`src/rtl/pipeline_hazard_controller_if.sv`:
```
// rtl/pipeline_hazard_controller_if.sv - decode/hazard-controller interface and operand-type package
package pipeline_hazard_controller_pkg;
  typedef enum logic [1:0] {
    ALU_OP_TYPE_REG  = 2'd0,
    ALU_OP_TYPE_IMM  = 2'd1,
    ALU_OP_TYPE_PC   = 2'd2,
    ALU_OP_TYPE_ZERO = 2'd3
  } ALUOpType;
endpackage

interface pipeline_hazard_controller_if #(
  parameter int REG_ADDR_WIDTH = 5
);
  import pipeline_hazard_controller_pkg::*;

  logic                      decValid;
  ALUOpType                  decAluOp1Type;
  ALUOpType                  decAluOp2Type;
  logic                      decIsStore;
  logic                      decIsLoad;
  logic                      decRegWrite;
  logic [REG_ADDR_WIDTH-1:0] decRs1;
  logic [REG_ADDR_WIDTH-1:0] decRs2;
  logic [REG_ADDR_WIDTH-1:0] decRd;
  logic                      exBranchTaken;
  logic                      memBusy;
  logic                      fetchStall;
  logic                      decodeStall;
  logic                      exBubble;
  logic                      flushIF;
  logic                      flushID;
  logic [1:0]                fwdOp1Sel;
  logic [1:0]                fwdOp2Sel;
  logic [1:0]                fwdStoreSel;

  modport master (
    output decValid, decAluOp1Type, decAluOp2Type, decIsStore, decIsLoad, decRegWrite,
    output decRs1, decRs2, decRd, exBranchTaken, memBusy,
    input  fetchStall, decodeStall, exBubble, flushIF, flushID,
    input  fwdOp1Sel, fwdOp2Sel, fwdStoreSel
  );

  modport slave (
    input  decValid, decAluOp1Type, decAluOp2Type, decIsStore, decIsLoad, decRegWrite,
    input  decRs1, decRs2, decRd, exBranchTaken, memBusy,
    output fetchStall, decodeStall, exBubble, flushIF, flushID,
    output fwdOp1Sel, fwdOp2Sel, fwdStoreSel
  );
endinterface

```
`src/rtl/pipeline_hazard_controller.sv`:
```
// rtl/pipeline_hazard_controller.sv - stall, flush, bubble and forwarding control for the decode stage
// Tracks the EX and MEM occupants; memBusy freezes everything, a branch caught during a freeze is replayed.
module pipeline_hazard_controller
  import pipeline_hazard_controller_pkg::*;
#(
  parameter int REG_ADDR_WIDTH  = 5,
  parameter int STALL_CNT_WIDTH = 16
) (
  input  logic                       clk,
  input  logic                       rst,
  pipeline_hazard_controller_if.slave hz,
  output logic [STALL_CNT_WIDTH-1:0] stallCount
);

  localparam logic [1:0] RUN        = 2'd0;
  localparam logic [1:0] MEM_WAIT   = 2'd1;
  localparam logic [1:0] FLUSH_PEND = 2'd2;

  localparam logic [1:0] FWD_RF  = 2'b00;
  localparam logic [1:0] FWD_MEM = 2'b01;
  localparam logic [1:0] FWD_WB  = 2'b10;

  logic [1:0]                state;
  logic [1:0]                stateNext;
  logic                      exValid;
  logic                      exRegWrite;
  logic                      exIsLoad;
  logic [REG_ADDR_WIDTH-1:0] exRd;
  logic                      memValid;
  logic                      memRegWrite;
  logic [REG_ADDR_WIDTH-1:0] memRd;
  logic [1:0]                fwdOp1Q;
  logic [1:0]                fwdOp2Q;
  logic [1:0]                fwdStoreQ;

  logic reads1;
  logic readsOp2;
  logic readsStore;
  logic reads2;
  logic branchPending;
  logic applyFlush;
  logic loadUse;
  logic stallNow;
  logic squash;

  function automatic logic [1:0] pickFwd(
    input logic                      reads,
    input logic [REG_ADDR_WIDTH-1:0] rs,
    input logic                      eValid,
    input logic                      eRegWrite,
    input logic                      eIsLoad,
    input logic [REG_ADDR_WIDTH-1:0] eRd,
    input logic                      mValid,
    input logic                      mRegWrite,
    input logic [REG_ADDR_WIDTH-1:0] mRd
  );
    // The younger producer is checked first so it wins over the older one.
    if (!reads)                                         return FWD_RF;
    if (eValid && eRegWrite && !eIsLoad && (eRd == rs)) return FWD_MEM;
    if (mValid && mRegWrite && (mRd == rs))             return FWD_WB;
    return FWD_RF;
  endfunction

  assign reads1     = hz.decValid && (hz.decAluOp1Type == ALU_OP_TYPE_REG) && (hz.decRs1 != '0);
  assign readsOp2   = hz.decValid && (hz.decAluOp2Type == ALU_OP_TYPE_REG) && (hz.decRs2 != '0);
  assign readsStore = hz.decValid && hz.decIsStore && (hz.decRs2 != '0);
  assign reads2     = readsOp2 || readsStore;

  assign branchPending = (state == FLUSH_PEND);
  assign applyFlush    = !hz.memBusy && (hz.exBranchTaken || branchPending);

  assign loadUse = !hz.memBusy && !applyFlush && exValid && exIsLoad && exRegWrite &&
                   ((reads1 && (hz.decRs1 == exRd)) || (reads2 && (hz.decRs2 == exRd)));

  assign stallNow = hz.memBusy || loadUse;
  assign squash   = applyFlush || loadUse || !hz.decValid;

  assign hz.fetchStall  = !rst && stallNow;
  assign hz.decodeStall = !rst && stallNow;
  assign hz.exBubble    = !rst && loadUse;
  assign hz.flushIF     = !rst && applyFlush;
  assign hz.flushID     = !rst && applyFlush;

  assign hz.fwdOp1Sel   = fwdOp1Q;
  assign hz.fwdOp2Sel   = fwdOp2Q;
  assign hz.fwdStoreSel = fwdStoreQ;

  always_comb begin
    stateNext = RUN;
    if (hz.memBusy) begin
      stateNext = (hz.exBranchTaken || branchPending) ? FLUSH_PEND : MEM_WAIT;
    end
  end

  always_ff @(posedge clk) begin
    if (rst) begin
      state       <= RUN;
      exValid     <= 1'b0;
      exRegWrite  <= 1'b0;
      exIsLoad    <= 1'b0;
      exRd        <= '0;
      memValid    <= 1'b0;
      memRegWrite <= 1'b0;
      memRd       <= '0;
      fwdOp1Q     <= FWD_RF;
      fwdOp2Q     <= FWD_RF;
      fwdStoreQ   <= FWD_RF;
      stallCount  <= '0;
    end else begin
      state <= stateNext;

      if (stallNow && (stallCount != {STALL_CNT_WIDTH{1'b1}})) begin
        stallCount <= stallCount + 1'b1;
      end

      if (!hz.memBusy) begin
        memValid    <= exValid;
        memRegWrite <= exRegWrite;
        memRd       <= exRd;

        exValid    <= !squash;
        exRegWrite <= !squash && hz.decRegWrite;
        exIsLoad   <= !squash && hz.decIsLoad;
        exRd       <= hz.decRd;

        if (squash) begin
          fwdOp1Q   <= FWD_RF;
          fwdOp2Q   <= FWD_RF;
          fwdStoreQ <= FWD_RF;
        end else begin
          fwdOp1Q   <= pickFwd(reads1, hz.decRs1, exValid, exRegWrite, exIsLoad, exRd,
                               memValid, memRegWrite, memRd);
          fwdOp2Q   <= pickFwd(readsOp2, hz.decRs2, exValid, exRegWrite, exIsLoad, exRd,
                               memValid, memRegWrite, memRd);
          fwdStoreQ <= pickFwd(readsStore, hz.decRs2, exValid, exRegWrite, exIsLoad, exRd,
                               memValid, memRegWrite, memRd);
        end
      end
    end
  end

endmodule
```
`src/flat_wrapper.sv`:
```
// flat-port wrapper written by rule: the top's interface ports become plain ports
module pipeline_hazard_controller_flat import pipeline_hazard_controller_pkg::*;
#(
  parameter int REG_ADDR_WIDTH  = 5,
  parameter int STALL_CNT_WIDTH = 16
)
  (clk, rst, stallCount, hz_decValid, hz_decAluOp1Type, hz_decAluOp2Type, hz_decIsStore, hz_decIsLoad, hz_decRegWrite, hz_decRs1, hz_decRs2, hz_decRd, hz_exBranchTaken, hz_memBusy, hz_fetchStall, hz_decodeStall, hz_exBubble, hz_flushIF, hz_flushID, hz_fwdOp1Sel, hz_fwdOp2Sel, hz_fwdStoreSel);
  pipeline_hazard_controller_if #(.REG_ADDR_WIDTH(REG_ADDR_WIDTH)) hz_i ();
  input  logic clk;
  input  logic rst;
  output logic [STALL_CNT_WIDTH-1:0] stallCount;
  input wire logic [$bits(hz_i.decValid)-1:0] hz_decValid;
  input wire logic [$bits(hz_i.decAluOp1Type)-1:0] hz_decAluOp1Type;
  input wire logic [$bits(hz_i.decAluOp2Type)-1:0] hz_decAluOp2Type;
  input wire logic [$bits(hz_i.decIsStore)-1:0] hz_decIsStore;
  input wire logic [$bits(hz_i.decIsLoad)-1:0] hz_decIsLoad;
  input wire logic [$bits(hz_i.decRegWrite)-1:0] hz_decRegWrite;
  input wire logic [$bits(hz_i.decRs1)-1:0] hz_decRs1;
  input wire logic [$bits(hz_i.decRs2)-1:0] hz_decRs2;
  input wire logic [$bits(hz_i.decRd)-1:0] hz_decRd;
  input wire logic [$bits(hz_i.exBranchTaken)-1:0] hz_exBranchTaken;
  input wire logic [$bits(hz_i.memBusy)-1:0] hz_memBusy;
  output wire logic [$bits(hz_i.fetchStall)-1:0] hz_fetchStall;
  output wire logic [$bits(hz_i.decodeStall)-1:0] hz_decodeStall;
  output wire logic [$bits(hz_i.exBubble)-1:0] hz_exBubble;
  output wire logic [$bits(hz_i.flushIF)-1:0] hz_flushIF;
  output wire logic [$bits(hz_i.flushID)-1:0] hz_flushID;
  output wire logic [$bits(hz_i.fwdOp1Sel)-1:0] hz_fwdOp1Sel;
  output wire logic [$bits(hz_i.fwdOp2Sel)-1:0] hz_fwdOp2Sel;
  output wire logic [$bits(hz_i.fwdStoreSel)-1:0] hz_fwdStoreSel;
  assign hz_i.decValid = hz_decValid;
  assign hz_i.decAluOp1Type = hz_decAluOp1Type;
  assign hz_i.decAluOp2Type = hz_decAluOp2Type;
  assign hz_i.decIsStore = hz_decIsStore;
  assign hz_i.decIsLoad = hz_decIsLoad;
  assign hz_i.decRegWrite = hz_decRegWrite;
  assign hz_i.decRs1 = hz_decRs1;
  assign hz_i.decRs2 = hz_decRs2;
  assign hz_i.decRd = hz_decRd;
  assign hz_i.exBranchTaken = hz_exBranchTaken;
  assign hz_i.memBusy = hz_memBusy;
  assign hz_fetchStall = hz_i.fetchStall;
  assign hz_decodeStall = hz_i.decodeStall;
  assign hz_exBubble = hz_i.exBubble;
  assign hz_flushIF = hz_i.flushIF;
  assign hz_flushID = hz_i.flushID;
  assign hz_fwdOp1Sel = hz_i.fwdOp1Sel;
  assign hz_fwdOp2Sel = hz_i.fwdOp2Sel;
  assign hz_fwdStoreSel = hz_i.fwdStoreSel;
  pipeline_hazard_controller #(.REG_ADDR_WIDTH(REG_ADDR_WIDTH), .STALL_CNT_WIDTH(STALL_CNT_WIDTH)) u_core (.clk(clk), .rst(rst), .hz(hz_i), .stallCount(stallCount));
endmodule
```
`config.mk`:
```
export PLATFORM = sky130hd
export DESIGN_NAME = pipeline_hazard_controller_flat
export DESIGN_NICKNAME = d
export VERILOG_FILES = /design/src/rtl/pipeline_hazard_controller_if.sv /design/src/rtl/pipeline_hazard_controller.sv /design/src/flat_wrapper.sv
export SDC_FILE = /design/constraint.sdc
export NUM_CORES = 1
export LEC_CHECK = 0
export CAP_MARGIN = 20
export CORE_MARGIN = 1.5
export CORE_UTILIZATION = 40
export DETAILED_ROUTE_END_ITERATION = 8
export HOLD_SLACK_MARGIN = 0.02
export PLACE_DENSITY = 0.8
export SYNTH_ARGS = -nofsm -noshare
export SYNTH_HDL_FRONTEND = slang
export SYNTH_SLANG_ARGS = --single-unit
```
`constraint.sdc`:
```
create_clock -name clk -period 2.18 [get_ports clk]
set_input_delay 0.327 -clock clk [delete_from_list [all_inputs] [get_ports clk]]
set_output_delay 0.327 -clock clk [all_outputs]
set_load 0.05 [all_outputs]
```
; Yosys cells after proc, flatten, opt, wreduce, memory -nomap -nowiden
; Cells that the tools add are included.
; W data, S select, Z words.
[word_totals]
ff_bits = 39
input_bits = 27
[op_classes]
addsub = 1
n_eq_ne = 8
muxes = 65
n_bitwise = 1
reduce_logical = 44
[ops]
columns = cell, n
row1 = $mux W2, 22
row2 = $mux W1, 43
row3 = $eq A5 B5 Y1, 6
row4 = $logic_and A1 B1 Y1, 27
row5 = $add A16 B1 Y16 const B, 1
row6 = $ne A16 B16 Y1 const B, 1
row7 = $reduce_bool A5 Y1, 2
row8 = $logic_not A1 Y1, 6
row9 = $logic_or A1 B1 Y1, 6
row10 = $logic_not A2 Y1, 2
row11 = $eq A2 B2 Y1 const B, 1
row12 = $reduce_or A2 Y1, 1
row13 = $not A1 Y1, 1

; Depth between registers and ports, before layout
; Gate-level depths: netlist of run 1.
[logic_depth]
ltp_word = 27
ltp_mapped = 8
depth_no_buf = 6

; Worst setup path after synthesis of run 1
; OpenSTA, ideal clock, no wires.
[synth_timing]
path_kind = input to output
start = in hz_decAluOp1Type[1]
end = out hz_fetchStall
t_arrival_ns = 2.592
required_time_ns = 1.853
slack_ns = -0.739
cell_stages = 5
path_buffers = 1
cell_sequence = or3b_1 nand3b_4 or4_1 a31oi_1 buf_4
[synth_via]
elab_chain_len = 8
[synth_lines]
columns = element, line
row1 = from (decl), flat_wrapper.sv:13  ; input wire logic [$bits(hz_i.decAluOp1Type)-1:0] hz_decAluOp1Type;
row2 = $logic_not A2 Y1, pipeline_hazard_controller.sv:64  ; assign reads1 = hz.decValid && (hz.decAluOp1Type == ALU_OP_TYPE_REG) && (hz.decRs1 != '0);
row3 = $logic_and A1 B1 Y1 (2 in series), pipeline_hazard_controller.sv:64
row4 = $logic_and A1 B1 Y1, pipeline_hazard_controller.sv:73  ; ((reads1 && (hz.decRs1 == exRd)) || (reads2 && (hz.decRs2 == exRd)));
row5 = $logic_or A1 B1 Y1, pipeline_hazard_controller.sv:73
row6 = $logic_and A1 B1 Y1, pipeline_hazard_controller.sv:72  ; assign loadUse = !hz.memBusy && !applyFlush && exValid && exIsLoad && exRegWrite &&
row7 = $logic_or A1 B1 Y1, pipeline_hazard_controller.sv:75  ; assign stallNow = hz.memBusy || loadUse;
row8 = $logic_and A1 B1 Y1, --
row9 = to (decl), flat_wrapper.sv:23  ; output wire logic [$bits(hz_i.fetchStall)-1:0] hz_fetchStall;
; Every way passes these cells.

; Final worst setup path of run 1
[layout_timing]
start = in hz_decAluOp1Type[1]
end = out hz_fetchStall
[layout_via]
elab_chain_len = 8
[layout_lines]
columns = element, line
row1 = $logic_not A2 Y1, pipeline_hazard_controller.sv:64
row2 = $logic_and A1 B1 Y1 (2 in series), pipeline_hazard_controller.sv:64
row3 = $logic_and A1 B1 Y1, pipeline_hazard_controller.sv:73
row4 = $logic_or A1 B1 Y1, pipeline_hazard_controller.sv:73
row5 = $logic_and A1 B1 Y1, pipeline_hazard_controller.sv:72
row6 = $logic_or A1 B1 Y1, pipeline_hazard_controller.sv:75
row7 = $logic_and A1 B1 Y1, pipeline_hazard_controller.sv:78  ; assign hz.fetchStall = !rst && stallNow;
; Every way passes these cells.

==> results of run 1 <==
==> cell families (layout without fill, tap and decap cells) <==
family	count (synthesis)	in the layout	share of synthesized area, %
and+or+nand+nor	109	110	28.9
adders and majority gates	1	1	0.611
xor gates and xnor gates	20	20	8.92
buffers and inverters	15	105	3.91
DFF	39	39	38.1
muxes	18	18	9.16
AOI/OAI and AO/OA	31	31	10.4
==> what timing repair did <==
item / in CTS / in global routing
gates cloned: 0 / 1
buffers inserted: 8 / 3
gates resized for setup: 37 / 24
setup endpoints to repair: 23 / 17
pin swaps: 10 / 15
==> Yosys cell counts (all sizes together), types with 3 or more instances <==
| cell | number |
|---|---|
| nand2b | 3 |
| and3 | 5 |
| nor2b | 8 |
| clkbuf | 6 |
| or3 | 4 |
| xnor2 | 13 |
| nand2 | 12 |
| inv | 3 |
| nor2 | 30 |
| o21ai | 7 |
| buf | 6 |
| a21oi | 8 |
| nor3 | 13 |
| mux2 | 6 |
| or4 | 6 |
| a22o | 7 |
| mux2i | 12 |
| xor2 | 7 |
| dfxtp | 39 |
| nand3 | 10 |
| nand4 | 7 |
==> tightest hold or removal path, cell delays in order, from the launching register on <==
cell and delay, ns:
dfxtp_2 0.34, nand2_1 0.05, nand2_1 0.04
==> layout by cell type (no fill, tap or decap), types with 4 or more instances in the layout <==
master           netlist  layout
nand2_1               12      12
nor3_2                 0       7
or4_4                  0       4
nor2_1                30      30
mux2_1                 5       5
clkbuf_8               0       5
nand4_1                7       7
or3_1                  4       4
clkdlybuf4s50_1        0      35
nor3_1                13       6
dfxtp_2                0       8
buf_4                  2      41
dlygate4sd2_1          0       5
o21ai_0                7       6
a21oi_2                0       4
and3_1                 5       5
buf_12                 0       6
mux2i_1               12      12
xnor2_1               12       8
nor2b_1                8       8
dfxtp_1               39      28
a22o_1                 7       7
a21oi_1                8       4
xor2_1                 7       7
nand3_1               10       8
==> worst paths after layout <==
check                               from                                 to  slack [ns]  cells past startpoint
min reg2reg  u_core.exValid$_SDFFE_PP0N_        u_core.exValid$_SDFFE_PP0N_        0.47                      2
min          u_core.exValid$_SDFFE_PP0N_        u_core.exValid$_SDFFE_PP0N_        0.47                      2
max                  hz_decAluOp1Type[1]                      hz_fetchStall        -0.1                      6
max reg2reg  u_core.exRd[0]$_SDFFE_PP0N_  u_core.stallCount[6]$_SDFFE_PP0P_        0.05                      8
==> state kept, by name, summed over array words and instances, names as in the netlist <==
signal,cells
u_core.exIsLoad,1
u_core.hz.fwdStoreSel,2
u_core.state,2
u_core.memValid,1
u_core.memRegWrite,1
u_core.stallCount,16
u_core.exValid,1
u_core.hz.fwdOp1Sel,2
u_core.exRd,5
u_core.hz.fwdOp2Sel,2
u_core.exRegWrite,1
u_core.memRd,5
==> stage by stage <==
step	setup TNS [ns]	total power, mW	utilization, %
floorplan	-0.384	0.887	-
global placement	-10.03	1.02	61.1
detailed placement	-10.47	1.02	61.1
CTS	-0.246	1.48	64.6
global route	-0.535	1.56	67.2
finish	-0.248	1.50	67.2
==> area by class of cell <==
cell class	count	area share [%]
clock buffer	6	2.24
inverter	3	0.348
multi-input combinational	180	41.9
sequential	39	24.8
tap	67	2.59
timing repair buffer	96	28.1
==> power by group <==
group | switching [mW] | internal [mW] | leakage [nW]
clock network | 0.236 | 0.213 | 0.0371
registers | 0.0212 | 0.727 | 0.322
logic | 0.141 | 0.161 | 0.948
total | 0.399 | 1.10 | 1.31
==> routing by layer <==
| metal | global-route usage [%] | share of wire, % | up-vias |
|---|---|---|---|
| met5 | 0 | 0 | - |
| met3 | 2.98 | 6.3 | 12 |
| met4 | 9.29 | 1.7 | 0 |
| met1 | 26.8 | 41 | 1042 |
| li1 | - | - | 1027 |
| met2 | 33.0 | 51 | 95 |
==> insert_results.sql, run 1 <==
INSERT INTO impl_metrics (metric_group, metric, value, unit) VALUES
('run_status', 'run_status', 'finished, violations left', ''),
('run_status', 'violations', 'negative setup slack', ''),
('sta', 'setup_slack', '-0.0972', 'ns'),
('sta', 'worst_clock_skew', '0.00202', 'ns'),
('floorplan', 'coreArea', '0.00482', 'mm²'),
('critical_path', 'timing.critical_path.to_type', 'output port', ''),
('synthesis', 'post_synthesis_cell_area', '0.00205', 'mm²'),
('clock_network', 'cts_hold_buffers', '0', ''),
('clock_network', 'tritoncts', 'yes', ''),
('synthesis', 'yosys.area.top_type', 'dfxtp_1', ''),
('sta', 'timing.final.crit_period', '2.28', 'ns'),
('power_and_ir_drop', 'irDropWorstVdd', '0.305', 'mV'),
('clock_network', 'path_clk_slew', '0.07', 'ns'),
('sta', 'post-route-period-util', '104', '%'),
('sta', 'timing.final.max_slew_violations', '0', ''),
('cells_and_area', 'num_antenna_cells', '0', ''),
('placement', 'hpwl', '3760', 'µm'),
('sta', 'f_max', '439', 'MHz'),
('critical_path', 'timing_worst_setup_path_type', 'in2out', ''),
('cells_and_area', 'fillers', '377', ''),
('drt', 'first_pass_iters', '4', ''),
('synthesis', 'synth.lib_cells_used.distinct', '43', ''),
('placement', 'gp_routability_congestion', '0.883', ''),
('critical_path', 'worst-endpoint-required', '1.85', 'ns'),
('floorplan', 'dieArea', '0.00556', 'mm²'),
('hold_path', 'worst_hold_path_type', 'reg2reg', ''),
('power_and_ir_drop', 'leakagePower', '1.31', 'nW'),
('cells_and_area', 'multiInputGateArea', '0.00136', 'mm²'),
('global_routing', 'antenna_found_initial', '0', ''),
('clock_network', 'clk_path_buf_depth', '2', ''),
('synthesis', 'synth_ff_type', 'dfxtp_1', ''),
('floorplan', 'num_io_pins', '54', ''),
('clock_network', 'cts_inserted_buffers', '5', ''),
('floorplan', 'die_x', '74.6', 'µm'),
('drt', 'drt-initial-drc-count', '213', ''),
('global_routing', 'grt_max_degree', '42', ''),
('drt', 'drtAntennaViolNets', '0', ''),
('critical_path', 'critical_path.max_fanout', '2', ''),
('cells_and_area', 'post-route-cell-area', '0.00324', 'mm²'),
('placement', 'post-place-cells', '373', ''),
('drt', 'post_drt_wl_per_cell', '15.4', 'µm'),
('clock_network', 'clockRootBuffer', 'clkbuf_8', ''),
('floorplan', 'start_util', '42.5', '%'),
('synthesis', 'yosysSeqAreaShare', '38.1', '%'),
('global_routing', 'via_count_of_the_first_global_routing_pass', '1886', ''),
('placement', 'port_buffers', '53', ''),
('sta', 'worst_slew_pin_slew', '0.499', 'ns'),
('synthesis', 'synthArstFlopShare', '0', '%'),
('placement', 'dpl_worst_slack', '-0.555', 'ns'),
('clock_network', 'htree_num_levels', '2', ''),
('critical_path', 'crit_path_start_kind', 'input pin', ''),
('drt', 'post_drt_via_cell_ratio', '5.57', ''),
('sta', 'hold-worst-slack', '0.470', 'ns'),
('synthesis', 'synth_edf_count', '0', ''),
('drt', 'detail_route.wirelength', '6010', 'µm'),
('synthesis', 'yosysWarnings', '0', ''),
('placement', 'placement.cell_area', '0.00295', 'mm²'),
('synthesis', 'net_count_synth', '261', ''),
('sta', 'hold_viol', '0', ''),
('global_routing', 'first_pass_grt_wire_length', '8600', 'µm'),
('sta', 'report.final.setup_viol', '3', ''),
('synthesis', 'synth_top_area_share', '38.1', '%'),
('power_and_ir_drop', 'p_per_area', '463', 'mW/mm²'),
('floorplan', 'die_height', '74.6', 'µm'),
('global_routing', 'globalRoute.totalOverflow', '0', ''),
('critical_path', 'critPathArrivalTime', '1.95', 'ns'),
('drt', 'vias', '2176', ''),
('clock_network', 'clock_sinks', '39', ''),
('critical_path', 'timing.critical_path.max_delay_family', 'simple AND/OR/NAND/NOR gates', ''),
('job', 'drv_cap', '0', ''),
('floorplan', 'core.rowCount', '25', '');
Note: power is estimated with default switching activity, not from simulation.
==> run 2: changes to the inputs <==
Settings changed: SETUP_SLACK_MARGIN set to 0.15.
==> run 2 against run 1 <==
Compared with the run above:
- the run still ends with negative setup slack left
- clock-buffer cell count grew 1
- utilization grew 3.7 points
- global-route usage grew 2.7 points
- combinational power up 5%
- critical endpoint is now hz_decodeStall
- clock power rose by 8.0%
- largest cell class unchanged
==> insert_results.sql, run 2 (synthesis gave the netlist of run 1 again) <==
INSERT INTO impl_metrics (metric_group, metric, value, unit) VALUES
('critical_path', 'worst-r2r-cell-count', '7', ''),
('sta', 'timing.final.crit_period', '2.30', 'ns'),
('sta', 'report.final.setup_viol', '5', ''),
('placement', 'post-place-cells', '371', ''),
('placement', 'port_buffers', '53', ''),
('critical_path', 'critPathArrivalTime', '1.97', 'ns'),
('clock_network', 'tritoncts', 'yes', ''),
('critical_path', 'critical_path.cell_chain', 'xnor2_1, nand3_1, or4_4, a31oi_4, buf_12', ''),
('global_routing', 'grt_max_degree', '24', ''),
('sta', 'worst_slew_pin_slew', '0.775', 'ns'),
('drt', 'drt-initial-drc-count', '153', ''),
('power_and_ir_drop', 'irDropWorstVdd', '0.262', 'mV'),
('clock_network', 'clk_path_buf_depth', '2', ''),
('cells_and_area', 'post-route-cell-area', '0.00341', 'mm²'),
('sta', 'fin_tns_setup', '-0.334', 'ns'),
('drt', 'route.layer.met1.wl', '2660', 'µm'),
('critical_path', 'timing.rr.start', 'u_core.exRd[3]$_SDFFE_PP0N_', ''),
('sta', 'setup_slack', '-0.115', 'ns'),
('sta', 'post-route-period-util', '105', '%'),
('sta', 'rsz0062_at_grt', 'yes', ''),
('drt', 'route.met2.wl', '3270', 'µm'),
('run_status', 'violations', 'negative setup slack', ''),
('cells_and_area', 'drive_above_1_share', '40.5', '%'),
('critical_path', 'reg2reg_to', 'u_core.stallCount[8]$_SDFFE_PP0P_', ''),
('cells_and_area', 'fillers', '345', ''),
('floorplan', 'coreArea', '0.00482', 'mm²'),
('critical_path', 'reg2reg_setup_slack', '-0.02', 'ns'),
('hold_path', 'worst_hold_path_type', 'in2reg', ''),
('cells_and_area', 'nets', '363', ''),
('global_routing', 'first_pass_grt_wire_length', '9720', 'µm'),
('power_and_ir_drop', 'leakagePower', '1.39', 'nW'),
('drt', 'first_pass_iters', '4', ''),
('critical_path', 'crit_path_start_kind', 'register', ''),
('sta', 'hold-worst-slack', '0.360', 'ns'),
('global_routing', 'via_count_of_the_first_global_routing_pass', '2087', ''),
('cells_and_area', 'final-instance-count-excl-fill', '403', ''),
('floorplan', 'dieArea', '0.00556', 'mm²'),
('critical_path', 'cp_slowest_stage_delay', '0.54', 'ns'),
('global_routing', 'globalRoute.totalOverflow', '0', ''),
('critical_path', 'timing_worst_setup_path_type', 'reg2out', ''),
('cells_and_area', 'registers.top_by_ff_count', 'u_core.stallCount', ''),
('drt', 'post_drt_via_cell_ratio', '5.39', ''),
('critical_path', 'critical_path.max_fanout', '3', ''),
('global_routing', 'antenna_found_initial', '0', ''),
('floorplan', 'die_height', '74.6', 'µm'),
('floorplan', 'num_io_pins', '54', ''),
('power_and_ir_drop', 'p_per_area', '454', 'mW/mm²'),
('placement', 'hpwl', '3840', 'µm'),
('critical_path', 'worstPathBufferInverterCount', '1', ''),
('floorplan', 'core.rowCount', '25', ''),
('sta', 'timing.final.max_slew_violations', '0', ''),
('drt', 'drtAntennaViolNets', '0', ''),
('cells_and_area', 'layout_commonest_cell', 'buf_4', ''),
('drt', 'post_drt_wl_per_cell', '16.1', 'µm'),
('drt', 'vias', '2173', ''),
('cells_and_area', 'multiInputGateArea', '0.00148', 'mm²'),
('sta', 'f_max', '436', 'MHz'),
('cells_and_area', 'highest_count_cells_in_the_layout_ignoring_fill_and_taps', '43 x buf_4, 33 x clkdlybuf4s50_1, 28 x nor2_1', ''),
('global_routing', 'grt_usage', '23.1', '%'),
('sta', 'relSlewSlack', '47.6', '%'),
('clock_network', 'cts_inserted_buffers', '5', ''),
('placement', 'placement.cell_area', '0.00293', 'mm²'),
('floorplan', 'start_util', '42.5', '%'),
('critical_path', 'cp_num_cells', '5', ''),
('clock_network', 'htree_num_levels', '2', ''),
('job', 'drv_cap', '0', ''),
('sta', 'worst_clock_skew', '0.00551', 'ns'),
('critical_path', 'cpMaxStageDelayCell', 'or4_4', ''),
('critical_path', 'setup.worst_path.end', 'hz_decodeStall', ''),
('placement', 'gp_routability_congestion', '0.805', ''),
('cells_and_area', 'layout-area-overhead-vs-synth', '66.6', '%'),
('critical_path', 'worst-endpoint-required', '1.85', 'ns'),
('cells_and_area', 'max_reg_flops', '16', ''),
('drt', 'drc_errors', '0', ''),
('critical_path', 'timing.critical_path.max_delay_family', 'simple AND/OR/NAND/NOR gates', ''),
('run_status', 'run_status', 'finished, violations left', ''),
('clock_network', 'clockRootBuffer', 'clkbuf_8', ''),
('critical_path', 'timing.critical_path.to_type', 'output port', ''),
('drt', 'detail_route.wirelength', '6470', 'µm'),
('critical_path', 'crit_start', 'u_core.exRd[3]$_SDFFE_PP0N_', ''),
('clock_network', 'insertion_delay', '0.30', 'ns'),
('cells_and_area', 'num_antenna_cells', '0', ''),
('clock_network', 'path_clk_slew', '0.08', 'ns'),
('cells_and_area', 'final-seq-area', '806', 'µm²'),
('drt', 'dr_wl_met3', '312', 'µm'),
('sta', 'hold_viol', '0', ''),
('floorplan', 'die_x', '74.6', 'µm'),
('clock_network', 'clock_sinks', '39', ''),
('cells_and_area', 'reg.largest.list', 'u_core.stallCount (16), u_core.exRd (5), u_core.memRd (5)', ''),
('drt', 'top_layer_used', 'met4', '');
==> run 2: cell count changes in the layout (fill, tap and decap cells not counted), moves of 4 or more <==
| cell | delta |
|---|---|
| dfxtp_2 | +9 |
| dfxtp_1 | -7 |
| nor3_4 | +7 |
| buf_6 | +6 |
| mux2_4 | +6 |
| mux2_1 | -5 |
| nor3_2 | -5 |
| clkbuf_2 | +4 |
==> run 2: power breakdown <==
part	leakage [nW]	switching, mW	internal, mW	total (mW)
combinational	1.02	0.154	0.163	0.317
clock	0.0422	0.261	0.225	0.485
sequential	0.325	0.0181	0.728	0.746
==> run 2: per-stage QoR <==
step	total power [mW]	utilization [%]	setup WS (ns)
2_1_floorplan	0.888	-	-0.132
3_3_place_gp	1.02	60.8	-0.481
3_5_place_dp	1.02	60.8	-0.556
4_1_cts	1.51	66.8	-0.118
5_1_grt	1.60	70.9	-0.136
6_report	1.55	70.9	-0.115
==> run 2: worst min-delay path, stage by stage <==
cell and delay, ns:
dlymetal6s2s_1 0.12, buf_4 0.13, nor3_1 0.04
==> run 2: layout make-up <==
type	instances	area share [%]
well taps	67	2.46
clock inverters	1	0.147
clock buffers	7	2.24
repair buffers	104	28.0
multi-input cells	182	43.2
inverters	3	0.330
flip-flops and latches	39	23.6
==> run 2: how the worst min path moves through the flow <==
stage                                                   start                                  end  slack (ns)  depth (start not counted)
after detailed placement          u_core.exValid$_SDFFE_PP0N_          u_core.exValid$_SDFFE_PP0N_        0.46                          2
after global routing                         hz_exBranchTaken           u_core.state[0]$_SDFF_PP0_        0.39                          3
after CTS                 u_core.hz.fwdOp2Sel[0]$_SDFFE_PP0N_  u_core.hz.fwdOp2Sel[0]$_SDFFE_PP0N_        0.49                          1
final                                        hz_exBranchTaken           u_core.state[0]$_SDFF_PP0_        0.36                          3
after global placement            u_core.exValid$_SDFFE_PP0N_          u_core.exValid$_SDFFE_PP0N_        0.46                          2
after floorplan                              hz_exBranchTaken           u_core.state[0]$_SDFF_PP0_        0.41                          1
==> run 2: per-layer routing <==
metal	track usage, %	up-vias
li1	-	1038
met1	27.6	1051
met2	39.1	67
met3	5.01	17
met4	11.5	0
met5	0	-
==> run 2: repair_timing <==
action | in CTS | in global routing
gates cloned | 3 | 0
buffers inserted | 16 | 5
hold endpoints to repair | 0 | 0
hold buffers | 0 | 0
endpoints found under the setup margin | 27 | 26
resized for setup | 48 | 57
pin swaps | 22 | 18
